$ cat config.mk
export PLATFORM = sky130hd
export DESIGN_NAME = source_lfsr_pkt
export DESIGN_NICKNAME = d
export VERILOG_FILES = /design/src/rtl/source_lfsr_pkt.sv
export SDC_FILE = /design/constraint.sdc
export NUM_CORES = 1
export LEC_CHECK = 0
export ABC_AREA = 1
export CAP_MARGIN = 20
export CORE_MARGIN = 2
export CORE_UTILIZATION = 28
export DETAILED_ROUTE_END_ITERATION = 16
export SETUP_SLACK_MARGIN = 0.5
export SLEW_MARGIN = 20
export SYNTH_ARGS = -nofsm -noshare
export SYNTH_HDL_FRONTEND = slang
export SYNTH_SLANG_ARGS = --single-unit
$ cat constraint.sdc
create_clock -name clk -period 4.9 [get_ports clk]
set_input_delay 0.49 -clock clk [delete_from_list [all_inputs] [get_ports clk]]
set_output_delay 0.49 -clock clk [all_outputs]
set_load 0.05 [all_outputs]
$ cat src/rtl/source_lfsr_pkt.sv
// Packetised valid/ready traffic source driven by a 16-bit Fibonacci LFSR.
// Every beat and every gap length follows from SEED, so a bench can predict the stream exactly.
module source_lfsr_pkt #(
  parameter int          LEN     = 8,
  parameter int          PKT_LEN = 4,
  parameter int          DLY_W   = 3,
  parameter logic [15:0] SEED    = 16'hACE1
) (
  input  logic           clk,
  input  logic           rst,
  input  logic           en,
  input  logic [1:0]     mode,
  input  logic           ready,
  output logic           valid,
  output logic           last,
  output logic [LEN-1:0] data,
  output logic [15:0]    pkt_cnt
);

  localparam int CNT_W = (PKT_LEN > 1) ? $clog2(PKT_LEN) : 1;
  localparam logic [CNT_W-1:0] LAST_BEAT = CNT_W'(PKT_LEN - 1);

  typedef enum logic [1:0] {IDLE, SEND, GAP} state_t;

  state_t           state;
  logic [15:0]      lfsr;
  logic [15:0]      lfsr_nxt;
  logic             fb;
  logic [DLY_W-1:0] gap;
  logic [DLY_W-1:0] gap_cnt;
  logic [CNT_W-1:0] beat_cnt;
  logic [CNT_W-1:0] beat_inc;
  logic [1:0]       mode_q;
  logic             pkt_gap_mode;

  assign fb           = lfsr[15] ^ lfsr[13] ^ lfsr[12] ^ lfsr[10];
  assign lfsr_nxt     = {lfsr[14:0], fb};
  assign gap          = lfsr_nxt[15 -: DLY_W];
  assign beat_inc     = beat_cnt + 1'b1;
  assign pkt_gap_mode = (mode == 2'd1) || (mode == 2'd2);

  always_ff @(posedge clk or negedge rst) begin
    if (!rst) begin
      state    <= IDLE;
      lfsr     <= SEED;
      gap_cnt  <= '0;
      beat_cnt <= '0;
      mode_q   <= 2'd0;
      valid    <= 1'b0;
      last     <= 1'b0;
      data     <= '0;
      pkt_cnt  <= 16'd0;
    end else begin
      case (state)
        IDLE: begin
          if (en) begin
            state  <= SEND;
            mode_q <= mode;
            valid  <= 1'b1;
            data   <= lfsr[LEN-1:0];
            last   <= (LAST_BEAT == '0);
          end
        end
        SEND: begin
          // The LFSR only moves on an accepted beat; a stalled beat holds everything.
          if (ready) begin
            lfsr <= lfsr_nxt;
            if (last) begin
              pkt_cnt  <= pkt_cnt + 16'd1;
              beat_cnt <= '0;
              mode_q   <= mode;
              if (!en) begin
                state <= IDLE;
                valid <= 1'b0;
                last  <= 1'b0;
              end else if (pkt_gap_mode && (gap != '0)) begin
                state   <= GAP;
                gap_cnt <= gap - 1'b1;
                valid   <= 1'b0;
                last    <= 1'b0;
              end else begin
                data <= lfsr_nxt[LEN-1:0];
                last <= (LAST_BEAT == '0);
              end
            end else begin
              beat_cnt <= beat_inc;
              if ((mode_q == 2'd2) && (gap != '0)) begin
                state   <= GAP;
                gap_cnt <= gap - 1'b1;
                valid   <= 1'b0;
                last    <= 1'b0;
              end else begin
                data <= lfsr_nxt[LEN-1:0];
                last <= (beat_inc == LAST_BEAT);
              end
            end
          end
        end
        GAP: begin
          // beat_cnt==0 here means the gap sits between packets, where en may stop us.
          if ((beat_cnt == '0) && !en) begin
            state <= IDLE;
          end else if (gap_cnt == '0) begin
            state <= SEND;
            valid <= 1'b1;
            data  <= lfsr[LEN-1:0];
            last  <= (beat_cnt == LAST_BEAT);
          end else begin
            gap_cnt <= gap_cnt - 1'b1;
          end
        end
        default: state <= IDLE;
      endcase
    end
  end

endmodule

==> summary.md, run 1 <==
| Metric | Value |
|---|---|
| Status | `finished, final reports clean` |
| Leakage power | `1.65 nW` |
| Vias in the first global route | `2173` |
| Utilization after layout | `35.2%` |
| Root Driver | `clkbuf_8` |
| DP HPWL | `3.89 mm` |
| Drt initial violations | `117` |
| Flops & latches, synth | `51` |
| Final setup vio count | `0` |
| Fillers | `968` |
| Cells after synthesis | `342` |
| Vias | `2163` |
| Clk slew on worst S/H paths | `0.10 ns` |
| Psw | `790 µW` |
| Setup ws final | `2.50 ns` |
| Gpl congestion | `0.851` |
| Top FF cell, synth | `dfrtp_1` |
| Final ANT Viol Nets | `0` |
| CTS tree | `done` |
| MaxCap Viol Count | `0` |
| Hold-fix buffer count after cts | `0` |
| Clk network pwr share | `18.7%` |
| CP arrival | `2.59 ns` |
| Critical path launch point type | `flip-flop` |
| Core Area | `9330 µm²` |
| R2R setup slack | `2.50 ns` |
| Mapped Area | `2710 µm²` |
| Detailed Routing Iterations Pass 1 | `5` |
| TNS Setup | `0 ns` |
| Post-route DRC | `0` |
| Global route overflow | `0` |
| PD cells | `561 nW/µm²` |
| Sw Ratio | `42.9%` |
| H-tree levels | `2` |
| Hold Crit Class | `in -> async` |
| Rel. slew slack | `51.5%` |
| Nets | `390` |
| Die W | `102 µm` |
| Ant diodes | `0` |
| Maximum vdd drop | `0.272 mV` |
| Most frequent cell after synthesis | `nand2_1` |
| Final hold violation count | `0` |
| Yosys top cell by area | `dfrtp_1` |
| Data required, critical path | `5.10 ns` |
| FFs w/ async S/R, synth | `100%` |
| Top-area cell type share of the netlist area | `39.8%` |
| GRT Util Overall | `11.6%` |
| Combinational share of power | `45.5%` |
| Maximum clock frequency | `417 MHz` |
| Initial antenna violation count | `0` |
| Post-CTS setup buffer count | `0` |
| Die height | `102 µm` |
| Worst Setup Path Type | `reg -> reg` |
| CTS sink count | `51` |
| Site Rows | `35` |
| Critical path launch point | `state[1]$_DFFE_PN0P_` |
| First-pass GRT wire length | `9.75 mm` |
| Syn. warnings | `0` |
| Fin crit share | `48.9%` |
| Max Slew Vio Count | `0` |
| Seq/Total Area, Yosys | `47.5%` |
| Wire per inst | `10.6 µm` |
| Largest net degree at the start of global routing | `52` |
| Post-place instance area | `3150 µm²` |
| Worst reg-to-reg path cell count | `8` |
| Area Overhead vs Synth | `21.4%` |
| Layout cells sized above 1 | `7.71%` |
| Post-synth EDFFs | `0` |
| Reg power frac | `35.9%` |
| Post-cts sizing count | `0` |
| P_int | `1.05 mW` |
| Longest Clk Path Bufs | `2` |
| Main area contributors after synthesis | `dfrtp_1 40%, nand2_1 17%, dfstp_2 7.8%, inv_1 6.2%, o21ai_0 5.4%` |
| Drt total wl | `5.38 mm` |
| Critical R2R Launch | `state[1]$_DFFE_PN0P_` |
| Worst Path Max Fanout | `26` |
| CTS buffer count | `5` |
| # port buffers | `31` |
| Worst-margin pin slew | `0.728 ns` |
| Commonest cells in the netlist | `123 x nand2_1, 45 x inv_1, 43 x dfrtp_1` |
| Synth cell types | `28` |
| Top Ports | `32` |
| Worst r2r dst | `pkt_cnt[11]$_DFFE_PN0P_` |
| Drt via density | `4.28` |
| Nature of the critical path endpoint | `flip-flop` |
| Worst-Skew Late Latency | `0.30 ns` |
| Unrepaired setup endpoints after global routing | `false` |
| Dpl ws | `2.51 ns` |
| Final instance area | `3280 µm²` |
| Syn nets | `357` |
| DIE AREA | `10500 µm²` |
| Avg Inst Size Synth | `7.91 µm²` |
| Starting density of the core | `29.0%` |
| Clk_skew | `0.00911 ns` |
| Post-layout min period | `2.40 ns` |
[through the flow]
| step | instances | hold slack, ns | total power, mW |
|---|---|---|---|
| finish | 505 | 0.278 | 1.84 |
| global route | 505 | 0.341 | 2.02 |
| CTS | 505 | 0.316 | 1.86 |
| detailed placement | 497 | 0.458 | 1.51 |
| global placement | 497 | 0.455 | 1.49 |
| floorplan | 342 | 0.194 | 1.30 |
[area by class of cell]
| class | count | area [µm²] | area share (%) |
|---|---|---|---|
| sequential | 51 | 1290 | 39.2 |
| clock buffer | 6 | 72.6 | 2.21 |
| inverter | 48 | 183 | 5.56 |
| clock inverter | 2 | 60.1 | 1.83 |
| timing repair buffer | 32 | 313 | 9.52 |
| multi-input combinational | 237 | 1210 | 36.8 |
| tap | 129 | 161 | 4.91 |
[worst max-delay path: stages, from the launching register on]
cell      delay [ns]
dfrtp_1         0.43
inv_1           0.10
ha_1            0.63
nand2_4         0.33
nor2_8          0.23
nand3b_1        0.15
nor2_2          0.19
nand2_1         0.09
xor2_1          0.14
[cell families after synthesis]
| logic type | Yosys count | synth area share [%] |
|---|---|---|
| XOR/XNOR | 13 | 4.21 |
| flip-flops | 51 | 47.5 |
| adder cells (fa/ha/maj) | 9 | 4.16 |
| buffers and inverters | 54 | 7.81 |
| AO/OA/AOI/OAI | 34 | 6.47 |
| AND/OR/NAND/NOR | 181 | 29.8 |
[flip-flops by register name, summed over array words and instances, names as in the netlist]
name      cells
data          8
gap_cnt       3
state         2
valid         1
mode_q        2
lfsr         16
pkt_cnt      16
last          1
beat_cnt      2
[layer usage]
| metal | vias up | GRT usage, % | wire length [µm] |
|---|---|---|---|
| li1 | 1133 | - | - |
| met5 | - | 0 | 0 |
| met1 | 979 | 15.6 | 2790 |
| met2 | 47 | 18.6 | 2330 |
| met4 | 0 | 2.77 | 42 |
| met3 | 4 | 3.21 | 217 |
[power by group through the flow]
stage / logic (mW) / clock network, mW / registers [mW]
after floorplan: 0.533 / 0 / 0.766
after detailed placement: 0.839 / 0 / 0.668
after global routing: 0.965 / 0.374 / 0.678
final: 0.838 / 0.344 / 0.660
after CTS: 0.844 / 0.354 / 0.661
after global placement: 0.829 / 0 / 0.665
[how the worst max path moves through the flow]
stage,end,slack (ns),cells past startpoint
after floorplan,data[0]$_DFFE_PN0P_,3.24,9
after global placement,pkt_cnt[11]$_DFFE_PN0P_,2.58,8
after detailed placement,pkt_cnt[11]$_DFFE_PN0P_,2.51,8
after CTS,pkt_cnt[11]$_DFFE_PN0P_,2.48,8
after global routing,pkt_cnt[14]$_DFFE_PN0P_,2.24,11
final,pkt_cnt[11]$_DFFE_PN0P_,2.50,8
[layout by cell type (no fill, tap or decap)]
| cell type | n |
|---|---|
| inv_2 | 2 |
| nand2_1 | 123 |
| nand4_1 | 6 |
| a21boi_0 | 1 |
| nor2_2 | 1 |
| buf_4 | 1 |
| ha_1 | 9 |
| buf_2 | 1 |
| nor2_8 | 1 |
| o211ai_1 | 1 |
| xnor2_1 | 4 |
| inv_1 | 45 |
| nand3_2 | 1 |
| clkbuf_1 | 1 |
| dfstp_2 | 8 |
| bufinv_16 | 2 |
| clkbuf_8 | 5 |
| a21oi_1 | 3 |
| nor3_1 | 5 |
| nand2_2 | 1 |
| nand3b_1 | 1 |
| inv_4 | 1 |
| nand2_4 | 2 |
| xor2_1 | 9 |
| dfrtp_1 | 43 |
| o21ai_0 | 29 |
| nor3_4 | 1 |
| nor2_4 | 2 |
| clkdlybuf4s50_1 | 30 |
| nand3_1 | 26 |
| nor2_1 | 11 |
(Power assumes the default switching activity.)
==> inputs of run 2 (changes only) <==
- clock period: 4.9 -> 2.34 ns (I/O delays scaled with it)
==> run 2 against run 1 <==
  * Flip-flop and latch count is the same
  * Worst setup slack lost 2.0 ns
  * Total power grew 110%
  * Register-to-register slack lost 1.9 ns
  * Sequential power grew 110%
  * Critical path depth shrank 7
  * Largest power group unchanged
  * Hold slack gained 0.089 ns
  * Via count grew 1.2%
  * Clock power grew 69%
  * Clock-buffer cell count grew 1
  * Die area is the same
==> summary.md, run 2 (same netlist as run 1, synthesis figures left out) <==
| Metric | Value |
|---|---|
| Status | `finished, final reports clean` |
| Initial antenna violation count | `0` |
| Maximum clock frequency | `559 MHz` |
| Maximum vdd drop | `0.398 mV` |
| Area Overhead vs Synth | `24.5%` |
| Nature of the critical path endpoint | `output pin` |
| R2R setup slack | `0.61 ns` |
| Crit path buffers/inverters | `1` |
| Worst setup path endpoint | `pkt_cnt[6]` |
| Die W | `102 µm` |
| Clk_skew | `0.0117 ns` |
| Clk slew on worst S/H paths | `0.10 ns` |
| Critical R2R Launch | `state[1]$_DFFE_PN0P_` |
| CP delay by family, top | `buffers and inverters` |
| Unrepaired setup endpoints after global routing | `true` |
| Core Area | `9330 µm²` |
| Critical path launch point type | `flip-flop` |
| Biggest regs | `lfsr: 16 flops, pkt_cnt: 16 flops, data: 8 flops` |
| DP HPWL | `4.10 mm` |
| Critical path launch point | `pkt_cnt[6]$_DFFE_PN0P_` |
| CP cell instances | `clkdlybuf4s50_1` |
| Final setup vio count | `0` |
| Worst Setup Path Type | `reg -> out` |
| CTS tree | `done` |
| Data required, critical path | `2.11 ns` |
| Die height | `102 µm` |
| Most common cell after layout, fill and taps aside | `nand2_1` |
| Worst-margin pin slew | `0.509 ns` |
| Ant diodes | `0` |
| Post-layout min period | `1.79 ns` |
| CP arrival | `1.56 ns` |
| Final hold violation count | `0` |
| Longest Clk Path Bufs | `2` |
| PD cells | `1150 nW/µm²` |
| Drt initial violations | `99` |
| Starting density of the core | `29.0%` |
| Worst Path Max Fanout | `4` |
| Vias | `2190` |
| Drt total wl | `5.65 mm` |
| Global route overflow | `0` |
| CP max stage cell | `clkdlybuf4s50_1` |
| Crit path largest cell delay | `0.83 ns` |
| Worst reg-to-reg path cell count | `10` |
| Detailed Routing Iterations Pass 1 | `4` |
| Max Slew Vio Count | `0` |
| Min Hold Slack | `0.367 ns` |
| Final ANT Viol Nets | `0` |
| Rel. slew slack | `65.9%` |
| H-tree levels | `2` |
| CTS sink count | `51` |
| Commonest cells after routing, fill and taps aside | `123 x nand2_1, 45 x inv_1, 42 x dfrtp_1, 28 x o21ai_0, 25 x nand3_1` |
| Fin crit share | `76.5%` |
| Nets | `395` |
| Layout cells sized above 1 | `10.8%` |
| # port buffers | `31` |
| Gpl congestion | `0.865` |
| Hold Crit Class | `in -> async` |
| Largest net degree at the start of global routing | `24` |
| Top Ports | `32` |
| Vias in the first global route | `2164` |
| MaxCap Viol Count | `0` |
| Leakage power | `1.76 nW` |
| First-pass GRT wire length | `10.0 mm` |
| GRT Util Overall | `12.1%` |
| Site Rows | `35` |
| CTS buffer count | `5` |
| TNS Setup | `0 ns` |
| Critical path depth | `1` |
| Wire per inst | `11.1 µm` |
| Worst r2r dst | `data[3]$_DFFE_PN0P_` |
| Drt via density | `4.29` |
| Post-route DRC | `0` |
| Root Driver | `clkbuf_8` |
| DIE AREA | `10500 µm²` |
| Worst-Skew Late Latency | `0.31 ns` |
[run 2: worst min-delay path by stage]
stage,start,endpoint,depth (start not counted)
3_5_place_dp,rst,data[0]$_DFFE_PN0P_,1
5_1_grt,rst,data[0]$_DFFE_PN0P_,2
4_1_cts,rst,data[0]$_DFFE_PN0P_,2
3_3_place_gp,rst,data[0]$_DFFE_PN0P_,1
2_1_floorplan,rst,beat_cnt[0]$_DFFE_PN0P_,0
6_report,rst,data[0]$_DFFE_PN0P_,2
[run 2: area by class of cell]
| type | count | area [µm²] |
|---|---|---|
| multi-input cells | 237 | 1250 |
| clock buffers | 7 | 96.3 |
| inverters | 48 | 183 |
| fillers | 963 | 5960 |
| flip-flops and latches | 51 | 1290 |
| well taps | 129 | 161 |
| repair buffers | 37 | 380 |
| clock inverters | 1 | 7.51 |
[run 2: timing repair]
| action | 4_1_cts | 5_1_grt |
|---|---|---|
| endpoints found under the hold margin | 10 | 0 |
| setup buffers | 0 | 1 |
| resized for setup | 4 | 15 |
| pin swaps | 1 | 1 |
| hold buffers | 1 | 0 |
| setup endpoints to repair | 13 | 19 |
| gates cloned | 0 | 0 |
[run 2: layer usage]
metal,wire [µm],global-route usage [%],vias to the layer above
li1,-,-,1137
met5,0,0,-
met1,2840,16.4,992
met2,2500,18.9,54
met3,232,2.53,7
met4,74,4.62,0
[run 2: worst register-to-register path, stage by stage (launching register included)]
cell     delay [ns]
dfrtp_1        0.45
inv_1          0.12
ha_4           0.21
buf_6          0.16
nand2_1        0.10
inv_2          0.05
nor3_4         0.21
buf_12         0.14
nand2_4        0.07
nand2_1        0.07
nand2_1        0.05
[run 2: where the power goes]
part | switching (mW) | internal (mW)
logic | 1.22 | 0.682
clock network | 0.311 | 0.270
registers | 0.193 | 1.20
[run 2: stage by stage]
step | instance area, µm² | instances | power (mW) | setup WS (ns) | util (%)
2_1_floorplan | 2710 | 342 | 2.72 | 0.681 | -
3_3_place_gp | 3170 | 500 | 3.15 | 0.407 | 34.0
3_5_place_dp | 3170 | 500 | 3.19 | 0.424 | 34.0
4_1_cts | 3290 | 509 | 3.79 | 0.501 | 35.3
5_1_grt | 3370 | 510 | 4.24 | 0.482 | 36.1
6_report | 3370 | 510 | 3.88 | 0.551 | 36.1
